--- src/rtl/spi_tft_pkg.sv ---
// Shared types and helpers for the TFT SPI stream transmitter.
// Latency: n/a (package only).
// Backpressure: n/a (package only).
package spi_tft_pkg;

    typedef enum logic [1:0] {
        ST_IDLE  = 2'd0,
        ST_SETUP = 2'd1,
        ST_SHIFT = 2'd2,
        ST_HOLD  = 2'd3
    } state_e;

    // Counter width able to hold 0..n-1; never narrower than one bit.
    function automatic int unsigned cnt_w(input int unsigned n);
        return (n <= 1) ? 1 : $clog2(n);
    endfunction

endpackage

--- src/rtl/spi_tft_fifo.sv ---
// Synchronous FIFO of {dc, data} entries with occupancy output.
// Latency: a word written in cycle N is first readable in cycle N+1 (no fall-through).
// Backpressure: wr_rdy low while full; a write offered while full is ignored.
// Ports: clk/reset, wr_vld/wr_dat/wr_rdy (push side), rd_en/rd_vld/rd_dat (pop side), level.
module spi_tft_fifo
    import spi_tft_pkg::*;
#(
    parameter int DW    = 17,
    parameter int DEPTH = 4
) (
    input  logic                     clk,
    input  logic                     reset,
    input  logic                     wr_vld,
    input  logic [DW-1:0]            wr_dat,
    output logic                     wr_rdy,
    input  logic                     rd_en,
    output logic                     rd_vld,
    output logic [DW-1:0]            rd_dat,
    output logic [$clog2(DEPTH):0]   level
);

    localparam int AW = cnt_w(DEPTH);
    localparam logic [AW:0] FULL_LVL = (AW + 1)'(DEPTH);

    // One extra pointer bit separates full (MSBs differ) from empty (equal).
    logic [AW:0]   wr_ptr_q, wr_ptr_d;
    logic [AW:0]   rd_ptr_q, rd_ptr_d;
    logic [DW-1:0] mem_q [DEPTH];
    logic          push, pop;

    assign level  = wr_ptr_q - rd_ptr_q;
    assign wr_rdy = (level != FULL_LVL);
    assign rd_vld = (wr_ptr_q != rd_ptr_q);
    assign rd_dat = mem_q[rd_ptr_q[AW-1:0]];
    assign push   = wr_vld & wr_rdy;
    assign pop    = rd_en & rd_vld;

    always_comb begin
        wr_ptr_d = wr_ptr_q;
        rd_ptr_d = rd_ptr_q;
        if (push) wr_ptr_d = wr_ptr_q + (AW + 1)'(1);
        if (pop)  rd_ptr_d = rd_ptr_q + (AW + 1)'(1);
    end

    always_ff @(posedge clk) begin
        if (reset) begin
            wr_ptr_q <= '0;
            rd_ptr_q <= '0;
        end else begin
            wr_ptr_q <= wr_ptr_d;
            rd_ptr_q <= rd_ptr_d;
        end
    end

    always_ff @(posedge clk) begin
        if (push) mem_q[wr_ptr_q[AW-1:0]] <= wr_dat;
    end

endmodule

--- src/rtl/spi_tft_stream_tx.sv ---
// Buffered SPI master (CPHA=0) for the TFT: per-word DC flag, CS held across back-to-back words.
// Latency: handshake in cycle N into an idle empty block drops SPI_CS with first bit at end of N+1.
// Backpressure: tx_ready = FIFO not full; words offered while full are ignored.
// Ports: SPI_CLK/reset, tx_data/tx_dc/tx_valid/tx_ready stream in, SPI_SCK/MOSI/CS/DC pins out,
//        busy, frame_done (pulse on first CS-high cycle), fifo_level.
module spi_tft_stream_tx
    import spi_tft_pkg::*;
#(
    parameter int   WIDTH      = 16,
    parameter int   FIFO_DEPTH = 4,
    parameter int   CLK_DIV    = 2,
    parameter logic CPOL       = 1'b0,
    parameter logic MSB_FIRST  = 1'b1
) (
    input  logic                          SPI_CLK,
    input  logic                          reset,
    input  logic [WIDTH-1:0]              tx_data,
    input  logic                          tx_dc,
    input  logic                          tx_valid,
    output logic                          tx_ready,
    output logic                          SPI_SCK,
    output logic                          SPI_MOSI,
    output logic                          SPI_CS,
    output logic                          SPI_DC,
    output logic                          busy,
    output logic                          frame_done,
    output logic [$clog2(FIFO_DEPTH):0]   fifo_level
);

    localparam int DIV_W = cnt_w(CLK_DIV);
    localparam int BIT_W = cnt_w(WIDTH);
    localparam logic [DIV_W-1:0] DIV_LAST = DIV_W'(CLK_DIV - 1);
    localparam logic [BIT_W-1:0] BIT_LAST = BIT_W'(WIDTH - 1);

    state_e             state_q, state_d;
    logic [DIV_W-1:0]   div_q, div_d;
    logic [BIT_W-1:0]   bit_q, bit_d;
    logic [WIDTH-1:0]   shreg_q, shreg_d;
    logic               sck_q, sck_d;
    logic               mosi_q, mosi_d;
    logic               cs_q, cs_d;
    logic               dc_q, dc_d;
    logic               fd_q, fd_d;

    logic               pop;
    logic               rd_vld;
    logic [WIDTH:0]     rd_dat;
    logic               div_wrap;
    logic [WIDTH-1:0]   shreg_nxt;

    spi_tft_fifo #(
        .DW    (WIDTH + 1),
        .DEPTH (FIFO_DEPTH)
    ) u_fifo (
        .clk    (SPI_CLK),
        .reset  (reset),
        .wr_vld (tx_valid),
        .wr_dat ({tx_dc, tx_data}),
        .wr_rdy (tx_ready),
        .rd_en  (pop),
        .rd_vld (rd_vld),
        .rd_dat (rd_dat),
        .level  (fifo_level)
    );

    function automatic logic first_bit(input logic [WIDTH-1:0] w);
        return MSB_FIRST ? w[WIDTH-1] : w[0];
    endfunction

    assign div_wrap  = (div_q == DIV_LAST);
    assign shreg_nxt = MSB_FIRST ? {shreg_q[WIDTH-2:0], 1'b0} : {1'b0, shreg_q[WIDTH-1:1]};

    always_comb begin
        state_d = state_q;
        div_d   = div_q;
        bit_d   = bit_q;
        shreg_d = shreg_q;
        sck_d   = sck_q;
        mosi_d  = mosi_q;
        cs_d    = cs_q;
        dc_d    = dc_q;
        fd_d    = 1'b0;
        pop     = 1'b0;
        case (state_q)
            ST_IDLE: begin
                cs_d  = 1'b1;
                sck_d = CPOL;
                div_d = '0;
                bit_d = '0;
                if (rd_vld) begin
                    pop     = 1'b1;
                    shreg_d = rd_dat[WIDTH-1:0];
                    dc_d    = rd_dat[WIDTH];
                    mosi_d  = first_bit(rd_dat[WIDTH-1:0]);
                    cs_d    = 1'b0;
                    state_d = ST_SETUP;
                end
            end
            ST_SETUP: begin
                if (div_wrap) begin
                    div_d   = '0;
                    state_d = ST_SHIFT;
                end else begin
                    div_d = div_q + DIV_W'(1);
                end
            end
            ST_SHIFT: begin
                // Each bit spends one half-period at CPOL then one at ~CPOL, so a word
                // occupies exactly 2*WIDTH*CLK_DIV cycles and always ends at CPOL.
                if (!div_wrap) begin
                    div_d = div_q + DIV_W'(1);
                end else begin
                    div_d = '0;
                    if (sck_q == CPOL) begin
                        sck_d = ~CPOL;
                    end else begin
                        sck_d = CPOL;
                        if (bit_q != BIT_LAST) begin
                            bit_d   = bit_q + BIT_W'(1);
                            shreg_d = shreg_nxt;
                            mosi_d  = first_bit(shreg_nxt);
                        end else if (rd_vld) begin
                            // Chain the next word with CS held low and no gap.
                            pop     = 1'b1;
                            bit_d   = '0;
                            shreg_d = rd_dat[WIDTH-1:0];
                            dc_d    = rd_dat[WIDTH];
                            mosi_d  = first_bit(rd_dat[WIDTH-1:0]);
                        end else begin
                            state_d = ST_HOLD;
                        end
                    end
                end
            end
            ST_HOLD: begin
                if (div_wrap) begin
                    div_d   = '0;
                    cs_d    = 1'b1;
                    fd_d    = 1'b1;
                    state_d = ST_IDLE;
                end else begin
                    div_d = div_q + DIV_W'(1);
                end
            end
            default: state_d = ST_IDLE;
        endcase
    end

    always_ff @(posedge SPI_CLK) begin
        if (reset) begin
            state_q <= ST_IDLE;
            div_q   <= '0;
            bit_q   <= '0;
            shreg_q <= '0;
            sck_q   <= CPOL;
            mosi_q  <= 1'b0;
            cs_q    <= 1'b1;
            dc_q    <= 1'b0;
            fd_q    <= 1'b0;
        end else begin
            state_q <= state_d;
            div_q   <= div_d;
            bit_q   <= bit_d;
            shreg_q <= shreg_d;
            sck_q   <= sck_d;
            mosi_q  <= mosi_d;
            cs_q    <= cs_d;
            dc_q    <= dc_d;
            fd_q    <= fd_d;
        end
    end

    assign SPI_SCK    = sck_q;
    assign SPI_MOSI   = mosi_q;
    assign SPI_CS     = cs_q;
    assign SPI_DC     = dc_q;
    assign frame_done = fd_q;
    assign busy       = rd_vld | (state_q != ST_IDLE);

endmodule
--- config.mk ---
export PLATFORM = sky130hd
export DESIGN_NAME = spi_tft_stream_tx
export DESIGN_NICKNAME = d
export VERILOG_FILES = /design/src/rtl/spi_tft_pkg.sv /design/src/rtl/spi_tft_fifo.sv /design/src/rtl/spi_tft_stream_tx.sv
export SDC_FILE = /design/constraint.sdc
export NUM_CORES = 1
export LEC_CHECK = 0
export CAP_MARGIN = 20
export CORE_MARGIN = 2
export CORE_UTILIZATION = 30
export DETAILED_ROUTE_END_ITERATION = 7
export GPL_TIMING_DRIVEN = 0
export SYNTH_ARGS = -nofsm -noshare
export SYNTH_HDL_FRONTEND = slang
export SYNTH_SLANG_ARGS = --single-unit
--- constraint.sdc ---
create_clock -name SPI_CLK -period 2.52 [get_ports SPI_CLK]
set_input_delay 0.378 -clock SPI_CLK [delete_from_list [all_inputs] [get_ports SPI_CLK]]
set_output_delay 0.378 -clock SPI_CLK [all_outputs]
set_load 0.05 [all_outputs]
==> flow_summary_export.csv <==
group,metric,value,unit
floorplanning,dieArea,15400,sq um
placed_design,numPortBuffers,29,
worst_setup_path,slowest_delay,440,ps
yosys,synth_nets,333,
layout,nets,375,
layout,layout_commonest_cell,"edfxtp_1",
timing,finalSetupViolCount,0,
timing,max_freq,421,MHz
floorplanning,die_h,124,microns
worst_setup_path,end_kind,"output pin",
floorplanning,pin_count,30,
worst_setup_path,crit_path_max_fanout,4,
worst_setup_path,worstPathRequired,2140,ps
layout,num_antenna_cells,0,
floorplanning,die_x,124,microns
placed_design,gp_congestion,0.758,
yosys,ys_seq_elements,103,
timing,fin_tns_setup,0,ps
clock_tree,clockRootBuffer,"clkbuf_16",
layout,final_util,0.371,
pwr,leakagePower,1.77,nW
clock_tree,cts_tree,"yes",
placed_design,hpwl,5640,microns
worst_setup_path,cp-startpoint,"u_fifo.wr_ptr_q[0]",
drt,num_vias,2565,
clock_tree,clock_path_buffers,2,
global_route,grt_max_degree,18,
timing,min_period_over_period,0.943,
drt,vias_per_cell,4.87,
drt,route.detailed.drc,0,
global_route,grt_pass1_wl,13300,microns
clock_tree,cts_hold_buf,0,
clock_tree,clk_latency,340,ps
yosys,synthFlopType,"edfxtp_1",
floorplanning,core_area,14000,sq um
worst_setup_path,path_cells,"inv_1 -> ha_1 -> fa_1 -> xnor2_4 -> nand3_1 -> buf_2",
layout,nFillCells,1368,
worst_setup_path,arrival,2000,ps
yosys,syn-cell-area,4320,sq um
worst_setup_path,r2r_cells,6,
pwr,power.density,1140,nW/um^2
clock_tree,htreeDepth,3,
drt,postRouteAntennaNets,0,
worst_setup_path,r2r_start,"u_fifo.wr_ptr_q[0]",
timing,finalCriticalPeriod,2380,ps
clock_tree,postCtsSetupRepairBufs,0,
drt,wire_per_inst,16.0,microns
timing,drv_slew,0,
yosys,avgSynthCellArea,14.4,sq um
pwr,ir_drop,0.000386,V
global_route,track_usage,0.115,
worst_setup_path,path_class,"reg -> out",
timing,finClkSkew,8.66,ps
timing,finalHoldViolCount,0,
yosys,synth_cell_types,48,
worst_setup_path,reg2reg_slack,160,ps
clock_tree,clk_pin_slew,60,ps
yosys,synth.yosys.seq_area_share,0.635,
timing,fin_hold_ws,471,ps
worst_hold_path,holdCritPathClass,"reg -> reg",
timing,relSlewSlack,0.574,
worst_setup_path,crit_path_top_delay_cell,"fa_1",
flow_run,max-cap-violations,0,
worst_setup_path,crit_end,"tx_ready",
placed_design,dp.cells,510,
yosys,yosysWarnings,0,
outcome,outcome,"finished, final reports clean",
worst_setup_path,reg2reg_to,"u_fifo.mem_q[3][14]",
layout,final_cell_mix,"edfxtp_1 (68), dfxtp_1 (34), inv_1 (25), clkdlybuf4s50_1 (24), mux4_2 (17)",
timing,rsz0062_at_grt,"false",
yosys,async_flop_share,0,
drt,drtIter0Drc,134,
floorplanning,row_count,43,
floorplanning,start_util,0.309,
layout,syn2layout_area_growth,20.0,%
drt,first_pass_iters,4,
global_route,antenna_found_initial,0,
global_route,grt_pass1_vias,2624,
yosys,synth_enable_flop_cells,68,
clock_tree,cts_buffers,9,
global_route,overflow,0,
timing,worst_pin_slew,639,ps
clock_tree,cts.sinks,103,
worst_setup_path,worstSetupStartpointType,"flop",
layout,layout-drive-gt1-share,0.176,
drt,wl,8410,microns
yosys,netlist_instances,300,
layout,final_cells,527,
## registers in the layout, summed over array words and instances (netlist names), 2 cells and up, named ones only
| signal | count |
|---|---|
| bit_q | 4 |
| shreg_q | 15 |
| state_q | 2 |
| u_fifo.mem_q | 68 |
| u_fifo.rd_ptr_q | 3 |
| u_fifo.wr_ptr_q | 3 |
## kinds of logic (layout without fill, tap and decap cells)
kind of cell,count (synthesis),after routing,synth area share
DFF,103,103,0.635
AOI/OAI and AO/OA,64,64,0.105
and+or+nand+nor,56,57,0.0689
buffers and inverters,39,85,0.0382
muxes,22,22,0.102
adders and majority gates,13,13,0.0394
xor gates and xnor gates,3,3,0.0113
## Yosys cell counts (2+ instances only)
master | n | area [sq um]
nand2_1 | 8 | 30.0
nor3b_1 | 2 | 15.0
nand4_1 | 2 | 12.5
a21o_1 | 2 | 15.0
clkbuf_1 | 5 | 18.8
a221oi_1 | 16 | 140
a21oi_1 | 12 | 60.1
a211oi_1 | 2 | 15.0
or3_1 | 2 | 12.5
inv_1 | 25 | 93.8
mux2i_1 | 2 | 20.0
nand3_1 | 10 | 50.1
mux4_2 | 17 | 383
edfxtp_1 | 68 | 2040
ha_1 | 12 | 150
nor3_1 | 2 | 10.0
o31ai_1 | 2 | 15.0
nand2b_1 | 4 | 25.0
a31oi_2 | 2 | 25.0
buf_2 | 2 | 10.0
o22ai_1 | 15 | 93.8
buf_1 | 2 | 7.51
xnor2_2 | 2 | 32.5
nor2b_1 | 3 | 18.8
and2_1 | 3 | 18.8
nor2_1 | 12 | 45.0
and3_1 | 2 | 12.5
buf_4 | 4 | 30.0
dfxtp_1 | 35 | 701
nand3b_1 | 2 | 15.0
o21ai_0 | 6 | 30.0
## stage by stage
stage | worst slack, ps | cell area, sq um | total power (W)
after floorplan | -35.9 | 4330 | 0.00390
after global placement | -428 | 4850 | 0.00445
after detailed placement | -132 | 4860 | 0.00452
after CTS | -133 | 5170 | 0.00595
after global routing | 40.8 | 5180 | 0.00624
final | 144 | 5180 | 0.00592
## what timing repair did
item | CTS | global route
pin swaps | 0 | 3
gates resized for setup | 15 | 9
cloned | 0 | 1
setup endpoints to repair | 55 | 68
## where the power goes
group          total [W]  leakage (nW)  internal [W]  switching (W)
logic            0.00219         0.705      0.000852        0.00133
clock network    0.00145         0.150      0.000867       0.000586
registers        0.00228         0.911       0.00214       0.000131
## area by class of cell
type	instances	area, sq um	area share
Buffer	14	71.3	0.0138
Multi-Input combinational cell	159	1450	0.279
Tap cell	180	225	0.0434
Clock inverter	6	85.1	0.0164
Timing Repair Buffer	30	290	0.0560
Inverter	25	93.8	0.0181
Clock buffer	10	229	0.0442
Sequential cell	103	2740	0.529
## per-layer routing
layer	vias to the layer above	track usage	routed length, microns
met1	1271	0.144	3790
met3	7	0.0247	350
met4	0	0.0492	114
met5	-	0	0
li1	1238	-	-
met2	49	0.194	4150
## worst min path at each step
stage / start / end / slack, ps / cells after the start
global placement: shreg_q[12] / shreg_q[12] / 450 / 2
CTS: shreg_q[13] / shreg_q[13] / 470 / 2
finish: SPI_MOSI / SPI_MOSI / 470 / 2
global route: shreg_q[13] / shreg_q[13] / 490 / 2
floorplan: shreg_q[1] / shreg_q[1] / 450 / 2
detailed placement: shreg_q[13] / shreg_q[13] / 460 / 2
## critical path: cells and delay by family, from the launching register on
kind | cells | cell delay (ps)
fa+ha+maj | 2 | 640
flops | 1 | 350
buf+inv | 2 | 310
xor+xnor | 1 | 240
simple gates | 1 | 100
No activity file was read; power rests on OpenSTA's default activity.
